<file path="src/rtl/alu_sequencer.sv">
// alu_sequencer: sequences one alu_with_reg datapath through the
// load A / load B / execute / transfer cycles for a single operand-pair
// request and returns the result as a one-cycle response strobe.
// Optional feature macro: ALU_SEQ_CHAIN_EN. When it is defined, a chained
// request reuses the previous result held in datapath register A.
module alu_sequencer #(
  parameter int BIT_WIDTH = 1
) (
  input  logic                 clk,
  input  logic                 rst,
  input  logic                 req_valid,
  output logic                 req_ready,
  input  logic                 req_op,
  input  logic                 req_chain,
  input  logic [BIT_WIDTH-1:0] req_a,
  input  logic [BIT_WIDTH-1:0] req_b,
  output logic                 rsp_valid,
  output logic [BIT_WIDTH-1:0] rsp_data,
  output logic                 rsp_carry,
  output logic [BIT_WIDTH-1:0] dp_in,
  output logic [1:0]           dp_reg_addr,
  output logic                 dp_s_reg,
  output logic                 dp_s,
  input  logic [BIT_WIDTH-1:0] dp_out,
  input  logic                 dp_cout
);

  typedef enum logic [2:0] {
    ST_IDLE = 3'd0,
    ST_LD_A = 3'd1,
    ST_LD_B = 3'd2,
    ST_EXEC = 3'd3,
    ST_XFER = 3'd4,
    ST_DONE = 3'd5
  } state_t;

  // Datapath register-select codes
  localparam logic [1:0] ADDR_A    = 2'd0;
  localparam logic [1:0] ADDR_B    = 2'd1;
  localparam logic [1:0] ADDR_OUT  = 2'd2;
  localparam logic [1:0] ADDR_NONE = 2'd3;

  state_t                 state_r;
  state_t                 state_next_s;
  logic                   op_r;
  logic [BIT_WIDTH-1:0]   a_r;
  logic [BIT_WIDTH-1:0]   b_r;
  logic                   rsp_carry_r;
  logic                   accept_s;
  logic                   skip_a_s;

  assign accept_s = req_valid && (state_r == ST_IDLE);

`ifdef ALU_SEQ_CHAIN_EN
  logic a_valid_r;

  assign skip_a_s = req_chain && a_valid_r;

  // Register A holds a usable previous result once any op has executed
  always_ff @(posedge clk) begin
    if (rst) begin
      a_valid_r <= 1'b0;
    end else if (state_r == ST_EXEC) begin
      a_valid_r <= 1'b1;
    end
  end
`else
  logic chain_unused_s;

  assign chain_unused_s = req_chain;
  assign skip_a_s       = 1'b0;
`endif

  // State register; reset aborts any op in flight
  always_ff @(posedge clk) begin
    if (rst) begin
      state_r <= ST_IDLE;
    end else begin
      state_r <= state_next_s;
    end
  end

  // Operand capture at the accepting edge
  always_ff @(posedge clk) begin
    if (rst) begin
      op_r <= 1'b0;
      a_r  <= '0;
      b_r  <= '0;
    end else if (accept_s) begin
      op_r <= req_op;
      a_r  <= req_a;
      b_r  <= req_b;
    end
  end

  // Carry of the executed op, still visible on dp_cout during XFER
  always_ff @(posedge clk) begin
    if (rst) begin
      rsp_carry_r <= 1'b0;
    end else if (state_r == ST_XFER) begin
      rsp_carry_r <= dp_cout;
    end
  end

  // Next-state sequencing
  always_comb begin
    state_next_s = state_r;
    case (state_r)
      ST_IDLE: begin
        if (accept_s) begin
          if (skip_a_s) begin
            state_next_s = ST_LD_B;
          end else begin
            state_next_s = ST_LD_A;
          end
        end else begin
          state_next_s = ST_IDLE;
        end
      end
      ST_LD_A: state_next_s = ST_LD_B;
      ST_LD_B: state_next_s = ST_EXEC;
      ST_EXEC: state_next_s = ST_XFER;
      ST_XFER: state_next_s = ST_DONE;
      ST_DONE: state_next_s = ST_IDLE;
      default: state_next_s = ST_IDLE;
    endcase
  end

  // Moore decode of datapath controls and handshake from registered state
  always_comb begin
    dp_reg_addr = ADDR_NONE;
    dp_s_reg    = 1'b0;
    dp_s        = 1'b0;
    dp_in       = '0;
    rsp_valid   = 1'b0;
    req_ready   = 1'b0;
    case (state_r)
      ST_IDLE: begin
        req_ready = 1'b1;
      end
      ST_LD_A: begin
        dp_reg_addr = ADDR_A;
        dp_s_reg    = 1'b1;
        dp_in       = a_r;
      end
      ST_LD_B: begin
        dp_reg_addr = ADDR_B;
        dp_s_reg    = 1'b1;
        dp_in       = b_r;
      end
      ST_EXEC: begin
        dp_reg_addr = ADDR_A;
        dp_s        = op_r;
      end
      ST_XFER: begin
        dp_reg_addr = ADDR_OUT;
      end
      ST_DONE: begin
        rsp_valid = 1'b1;
      end
      default: begin
        dp_reg_addr = ADDR_NONE;
      end
    endcase
  end

  assign rsp_data  = dp_out;
  assign rsp_carry = rsp_carry_r;

endmodule

</file>
<file path="config.mk">
export PLATFORM = sky130hd
export DESIGN_NAME = alu_sequencer
export DESIGN_NICKNAME = d
export VERILOG_FILES = /design/src/rtl/alu_sequencer.sv
export SDC_FILE = /design/constraint.sdc
export NUM_CORES = 1
export LEC_CHECK = 0
export CAP_MARGIN = 20
export CORE_AREA = 3 3 40 42
export DETAILED_ROUTE_END_ITERATION = 7
export DIE_AREA = 0 0 43 45
export DONT_BUFFER_PORTS = 1
export GPL_ROUTABILITY_DRIVEN = 0
export PLACE_DENSITY = 0.42
export RECOVER_POWER = 25
export SLEW_MARGIN = 20
export SYNTH_ARGS = -nofsm -noshare
export SYNTH_HDL_FRONTEND = slang
export SYNTH_SLANG_ARGS = --single-unit
</file>
<file path="constraint.sdc">
create_clock -name clk -period 2.05 [get_ports clk]
set_input_delay 0.205 -clock clk [delete_from_list [all_inputs] [get_ports clk]]
set_output_delay 0.205 -clock clk [all_outputs]
set_load 0.02 [all_outputs]
</file>
==> results.md, run 1 <==
- Register area: 140 µm²
- All-layer global routing usage: 7.93%
- Data required, critical path: 1.85 ns
- Final instance area: 418 µm²
- Syn nets: 51
- Clock Latency Late Sink: 0.25 ns
- Hold EP: state_r[1]$_SDFF_PP0_
- Main synth FF type: dfxtp_1
- Clk root buf: clkbuf_4
- Core area: 1280 µm²
- Drt first-iter violations: 2
- Routed wire length: 743 µm
- Leading cell types by count after synthesis: nand2b_1, dfxtp_1, mux2i_1
- PostCTS Resize Cnt: 0
- Clock tree from TritonCTS: built
- Element type at the critical path start: flip-flop
- Yosys warning count: 0
- Count leader, synth: nand2b_1
- Final Non-Filler Cells: 57
- Die ar.: 1940 µm²
- Clk sinks: 7
- Clk_skew: 0.00102 ns
- Leak: 0.149 nW
- PD cells: 871 nW/µm²
- Worst hold stages: 1
- Largest net degree at the start of global routing: 12
- Place WS: 0.727 ns
- Final #Nets: 52
- Antenna fix cells: 0
- Outcome: finished clean
- Fmax: 0.624 GHz
- Die span in y: 45 µm
- CP Max Fanout: 10
- Max_cap viols: 0
- Via density: 4.89
- Crit path kind: flip-flop to primary output
- Initial antenna violation count: 0
- Final Setup Violations: 0
- Synth top area share: 34.6%
- Setup repair after global routing missed its margin: no
- Number of remaining DRC errors: 0
- Initial DRT Pass Iterations: 2
- Netlist cell types: 21
- Reg-to-reg critical path startpoint: state_r[2]$_SDFF_PP0_
- R2r worst-path depth: 2
- Ports: 18
- Final worst-path setup slack: 0.448 ns
- Total number of vias: 279
- Period utilisation layout: 78.1%
- Area of the multi-input gates: 221 µm²
- Post-DRT Antenna Nets: 0
- Area delta synth->final: 3.09%
- Post-synth EDFFs: 0
- Global-route wire length before repair: 1140 µm
- Final Hold Viols: 0
- Mapped cell area: 405 µm²
- HP Start: rst
- Post-CTS Setup Repair Bufs: 0
- H-tree levels: 1
- HP Class: primary input to flip-flop
- Row count: 13
- Data arrival, critical path: 1.40 ns
- Actual slew at the worst max-slew pin: 0.653 ns
- Asr flop ratio synth: 0%
- Clk buf depth: 2
- Sequential-to-total area share from yosys stat: 34.6%
- WL/cell: 13.0 µm
- CTS Buf Count: 3
- Layout fillers: 137
- Width of the chip: 43 µm
- Mapped Cells: 42
- Cts hold-fix bufs: 0
- Slew HR: 56.0%
- Number of port buffers: 0
- Flop-to-flop setup slack: 0.81 ns
- Cell Area, Placed: 397 µm²
- CTS clk-pin slew, worst paths: 0.05 ns
- Overflow after GRT: 0
- R2r endpoint: rsp_carry$_SDFFE_PP0P_
- Number of global-route vias before repair: 257
- Initial Utilization: 31.5%
- Placed cell count: 53
- Setup TNS: 0 ns
- Tmin final: 1.60 ns
- Number of synthesized register bits: 7
- Endpoint class of the critical path: primary output
- Synthesized area per cell: 9.65 µm²
- DP Wirelength: 573 µm
- Worst IR Drop VDD: 0.261 mV
- Final slew viol count: 0
- Total Power: 0.364 mW
- Ranking of synthesized cells by area: dfxtp_1, nand2b_1, mux2i_1, nor4b_4, nor3_1
- Post-synth top area cell: dfxtp_1
- Layout cell share with drive strength beyond 1: 14.3%
==> metrics by stage <==
stage / hold WS (ns) / utilization, %
global placement: 0.284 / 30.9
floorplan: 0.360 / -
CTS: 0.0197 / 32.9
detailed placement: 0.286 / 30.9
finish: 0.0284 / 32.5
global route: 0.0246 / 32.5
==> logic make-up (layout without fill, tap and decap cells) <==
logic type / Yosys count / after routing / share of synthesized area, %
flops: 7 / 7 / 34.6
xor+xnor: 1 / 1 / 2.16
buf+inv: 6 / 6 / 9.56
compound gates: 5 / 5 / 8.64
mux: 4 / 4 / 9.88
simple gates: 19 / 19 / 35.2
==> placed cells by master (no fill, tap or decap) <==
master,netlist,final
xnor2_1,1,1
buf_4,2,1
clkbuf_1,1,1
inv_1,1,1
mux2i_1,4,4
a2111oi_1,1,1
nand3b_1,2,2
o21ba_2,1,1
o21ai_0,1,1
clkbuf_4,0,3
and2_1,1,1
nand2b_1,8,8
nor3_1,3,3
nor2_1,1,1
nor3b_1,1,2
dfxtp_1,7,7
a21oi_1,2,2
nor4b_4,1,1
and3b_1,1,1
==> flip-flops by register name (all words and copies together), names as in the netlist <==
| name | flops |
|---|---|
| a_r | 1 |
| b_r | 1 |
| op_r | 1 |
| rsp_carry | 1 |
| state_r | 3 |
==> per-layer routing <==
layer	wire [µm]	track usage [%]	share of wire [%]	vias up
met5	0	0	0	-
met2	326	10.8	44	12
met3	83	5.98	11	0
li1	-	-	-	142
met1	333	9.22	45	125
met4	0	3.61	0	0
==> worst max path at each step <==
stage,cells past startpoint,start,to
finish,2,state_r[2]$_SDFF_PP0_,dp_reg_addr[0]
global route,2,state_r[2]$_SDFF_PP0_,dp_reg_addr[0]
CTS,2,state_r[1]$_SDFF_PP0_,dp_in
detailed placement,2,state_r[1]$_SDFF_PP0_,dp_in
global placement,2,state_r[1]$_SDFF_PP0_,dp_in
floorplan,2,state_r[0]$_SDFF_PP0_,rsp_valid
==> worst max-delay path: stages, from the launching register on <==
cell,delay (ns)
dfxtp_1,0.53
nor3b_1,0.41
a21oi_1,0.20
==> final cells by class <==
cell class,count,share of cell area [%]
tap,15,4.49
sequential,7,33.5
inverter,1,0.898
clock buffer,4,6.29
timing repair buffer,1,1.80
multi-input combinational,29,53.0
==> power breakdown <==
group / internal (mW) / leakage (nW) / total, mW / switching, mW
combinational: 0.0284 / 0.0763 / 0.0701 / 0.0417
sequential: 0.148 / 0.0573 / 0.170 / 0.0215
clock: 0.0742 / 0.0150 / 0.124 / 0.0501
total: 0.251 / 0.149 / 0.364 / 0.113
Power figures use the tool's default switching activity.
==> run 2, diff against run 1 <==
--- a/config.mk
+++ b/config.mk
@@ -5,13 +5,14 @@
 export SDC_FILE = /design/constraint.sdc
 export NUM_CORES = 1
 export LEC_CHECK = 0
+export ABC_AREA = 1
 export CAP_MARGIN = 20
 export CORE_AREA = 3 3 40 42
 export DETAILED_ROUTE_END_ITERATION = 7
 export DIE_AREA = 0 0 43 45
 export DONT_BUFFER_PORTS = 1
 export GPL_ROUTABILITY_DRIVEN = 0
-export PLACE_DENSITY = 0.42
+export PLACE_DENSITY = 0.41
 export RECOVER_POWER = 25
 export SLEW_MARGIN = 20
 export SYNTH_ARGS = -nofsm -noshare
==> constraint.sdc (replaced) <==
create_clock -name clk -period 1.4 [get_ports clk]
set_input_delay 0.14 -clock clk [delete_from_list [all_inputs] [get_ports clk]]
set_output_delay 0.14 -clock clk [all_outputs]
set_load 0.02 [all_outputs]
==> run 2 against run 1 <==
Routed wire length grew 8.3%. Register-to-register slack lost 0.56 ns. Global-route usage grew 2.2 points. Combinational power up 150%. Non-clock buffer count grew 4. Utilization up 2.9 points. Critical path depth is 2 higher.
==> results.md, run 2 <==
- Outcome: finished clean
- Clk_skew: 0.00282 ns
- Clk buf depth: 2
- Yosys warning count: 0
- Post-synth top area cell: dfxtp_1
- Synthesized area per cell: 6.59 µm²
- Placed cell count: 73
- CP Max Fanout: 6
- HP Class: primary input to flip-flop
- Clk root buf: clkbuf_4
- Final Setup Violations: 0
- Actual slew at the worst max-slew pin: 0.475 ns
- Largest net degree at the start of global routing: 11
- Main synth FF type: dfxtp_1
- Number of synthesized register bits: 7
- Initial DRT Pass Iterations: 4
- Area delta synth->final: 21.3%
- Setup repair after global routing missed its margin: no
- Synth top area share: 37.3%
- Number of flip-flops in the largest register: 3
- Commonest non-fill, non-tap cell in the layout: nand2_1
- Count leader, synth: nand2_1
- Data arrival, critical path: 1.14 ns
- Die ar.: 1940 µm²
- Final #Nets: 75
- CP delay by family, top: flip-flops
- Mapped cell area: 375 µm²
- Leading cell types by count after synthesis: nand2_1, inv_1, dfxtp_1
- All-layer global routing usage: 10.1%
- CTS clk-pin slew, worst paths: 0.06 ns
- Syn nets: 66
- Final worst-path setup slack: 0.124 ns
- Number of port buffers: 0
- Row count: 13
- Overflow after GRT: 0
- Data required, critical path: 1.26 ns
- Mapped Cells: 57
- Clk sinks: 7
- Initial Utilization: 29.2%
- Number of global-route vias before repair: 305
- H-tree levels: 1
- Fmax: 0.784 GHz
- Area of the multi-input gates: 175 µm²
- Worst IR Drop VDD: 0.420 mV
- Critical path buffers and inverters: 2
- Final Hold Viols: 0
- Ports: 18
- Slew HR: 68.2%
- PD cells: 1330 nW/µm²
- Die span in y: 45 µm
- Tmin final: 1.28 ns
- Hold_ws: 0.0527 ns
- DP Wirelength: 587 µm
- Layout cell share with drive strength beyond 1: 20.0%
- CTS Buf Count: 3
- WL/cell: 10.1 µm
- Endpoint class of the critical path: primary output
- Width of the chip: 43 µm
- Crit path kind: flip-flop to primary output
- Ranking of synthesized cells by area: dfxtp_1, nand2_1, inv_1, a21oi_1, nand3_1
- Asr flop ratio synth: 0%
- Number of remaining DRC errors: 0
- Global-route wire length before repair: 1340 µm
- Place WS: 0.247 ns
- Final slew viol count: 0
- Post-synth EDFFs: 0
- Layout fillers: 150
- Element type at the critical path start: flip-flop
- Period utilisation layout: 91.2%
- Commonest non-fill, non-tap cells in the layout: nand2_1, inv_1, nor2_1
- Crit-path max cell delay: 0.36 ns
- Clock tree from TritonCTS: built
- Register area: 144 µm²
- Sequential-to-total area share from yosys stat: 37.3%
- Drt first-iter violations: 3
- Reg with most FFs: state_r
- Final Non-Filler Cells: 80
- Initial antenna violation count: 0
- Via density: 4.46
- Cells along the critical path: inv_4 > nand3_1 > o22ai_1 > buf_4
- Post-DRT Antenna Nets: 0
- Setup TNS: 0 ns
- Leak: 0.225 nW
- Clock Latency Late Sink: 0.26 ns
- Netlist cell types: 14
- Max_cap viols: 0
- Antenna fix cells: 0
- Total number of vias: 357
- Highest-delay cell along the critical path: dfxtp_2
- Routed wire length: 805 µm
- Core area: 1280 µm²
[run 2: routing by layer]
layer	track usage, %	vias up	wire [µm]
li1	-	196	-
met1	12.1	147	381
met2	12.6	12	342
met3	6.77	2	71
met4	7.23	0	9
met5	0	-	0
[run 2: path summary, 6_finish.rpt]
path	to	depth (start not counted)	slack, ns	startpoint
max reg2reg	b_r$_SDFFE_PP0P_	5	0.25	state_r[1]$_SDFF_PP0_
min reg2reg	a_r$_SDFFE_PP0P_	4	0.52	a_r$_SDFFE_PP0P_
max	dp_in	4	0.12	state_r[2]$_SDFF_PP0_
min	rsp_carry$_SDFFE_PP0P_	2	0.05	dp_cout
[run 2: what timing repair did]
action / 4_1_cts / 5_1_grt
gates resized for setup: 2 / 4
endpoints found under the setup margin: 2 / 4
hold buffers: 1 / 0
cloned: 0 / 0
setup buffers: 0 / 2
hold endpoints to repair: 4 / 0
[run 2: cell families (layout without fill, tap and decap cells)]
group | after synthesis | after routing | synth area share [%]
and+or+nand+nor | 30 | 30 | 39.3
DFF | 7 | 7 | 37.3
AOI/OAI and AO/OA | 6 | 6 | 8.33
buffers and inverters | 14 | 22 | 15.0
[run 2: stage by stage]
stage | utilization (%) | power [mW] | area, µm²
after global placement | 31.3 | 0.417 | 402
after detailed placement | 31.3 | 0.417 | 402
final | 35.4 | 0.607 | 455
after global routing | 35.4 | 0.655 | 455
after floorplan | - | 0.393 | 375
after CTS | 34.3 | 0.617 | 440
[run 2: final cells by class]
class / instances / area share, %
multi-input combinational: 36 / 38.5
sequential: 7 / 31.6
inverter: 13 / 11.3
timing repair buffer: 5 / 8.79
clock buffer: 4 / 5.77
tap: 15 / 4.12
[run 2: power breakdown]
part / switching (mW) / internal (mW) / leakage (nW)
Combinational: 0.122 / 0.0520 / 0.151
Clock: 0.0824 / 0.109 / 0.0150
Sequential: 0.0176 / 0.224 / 0.0587
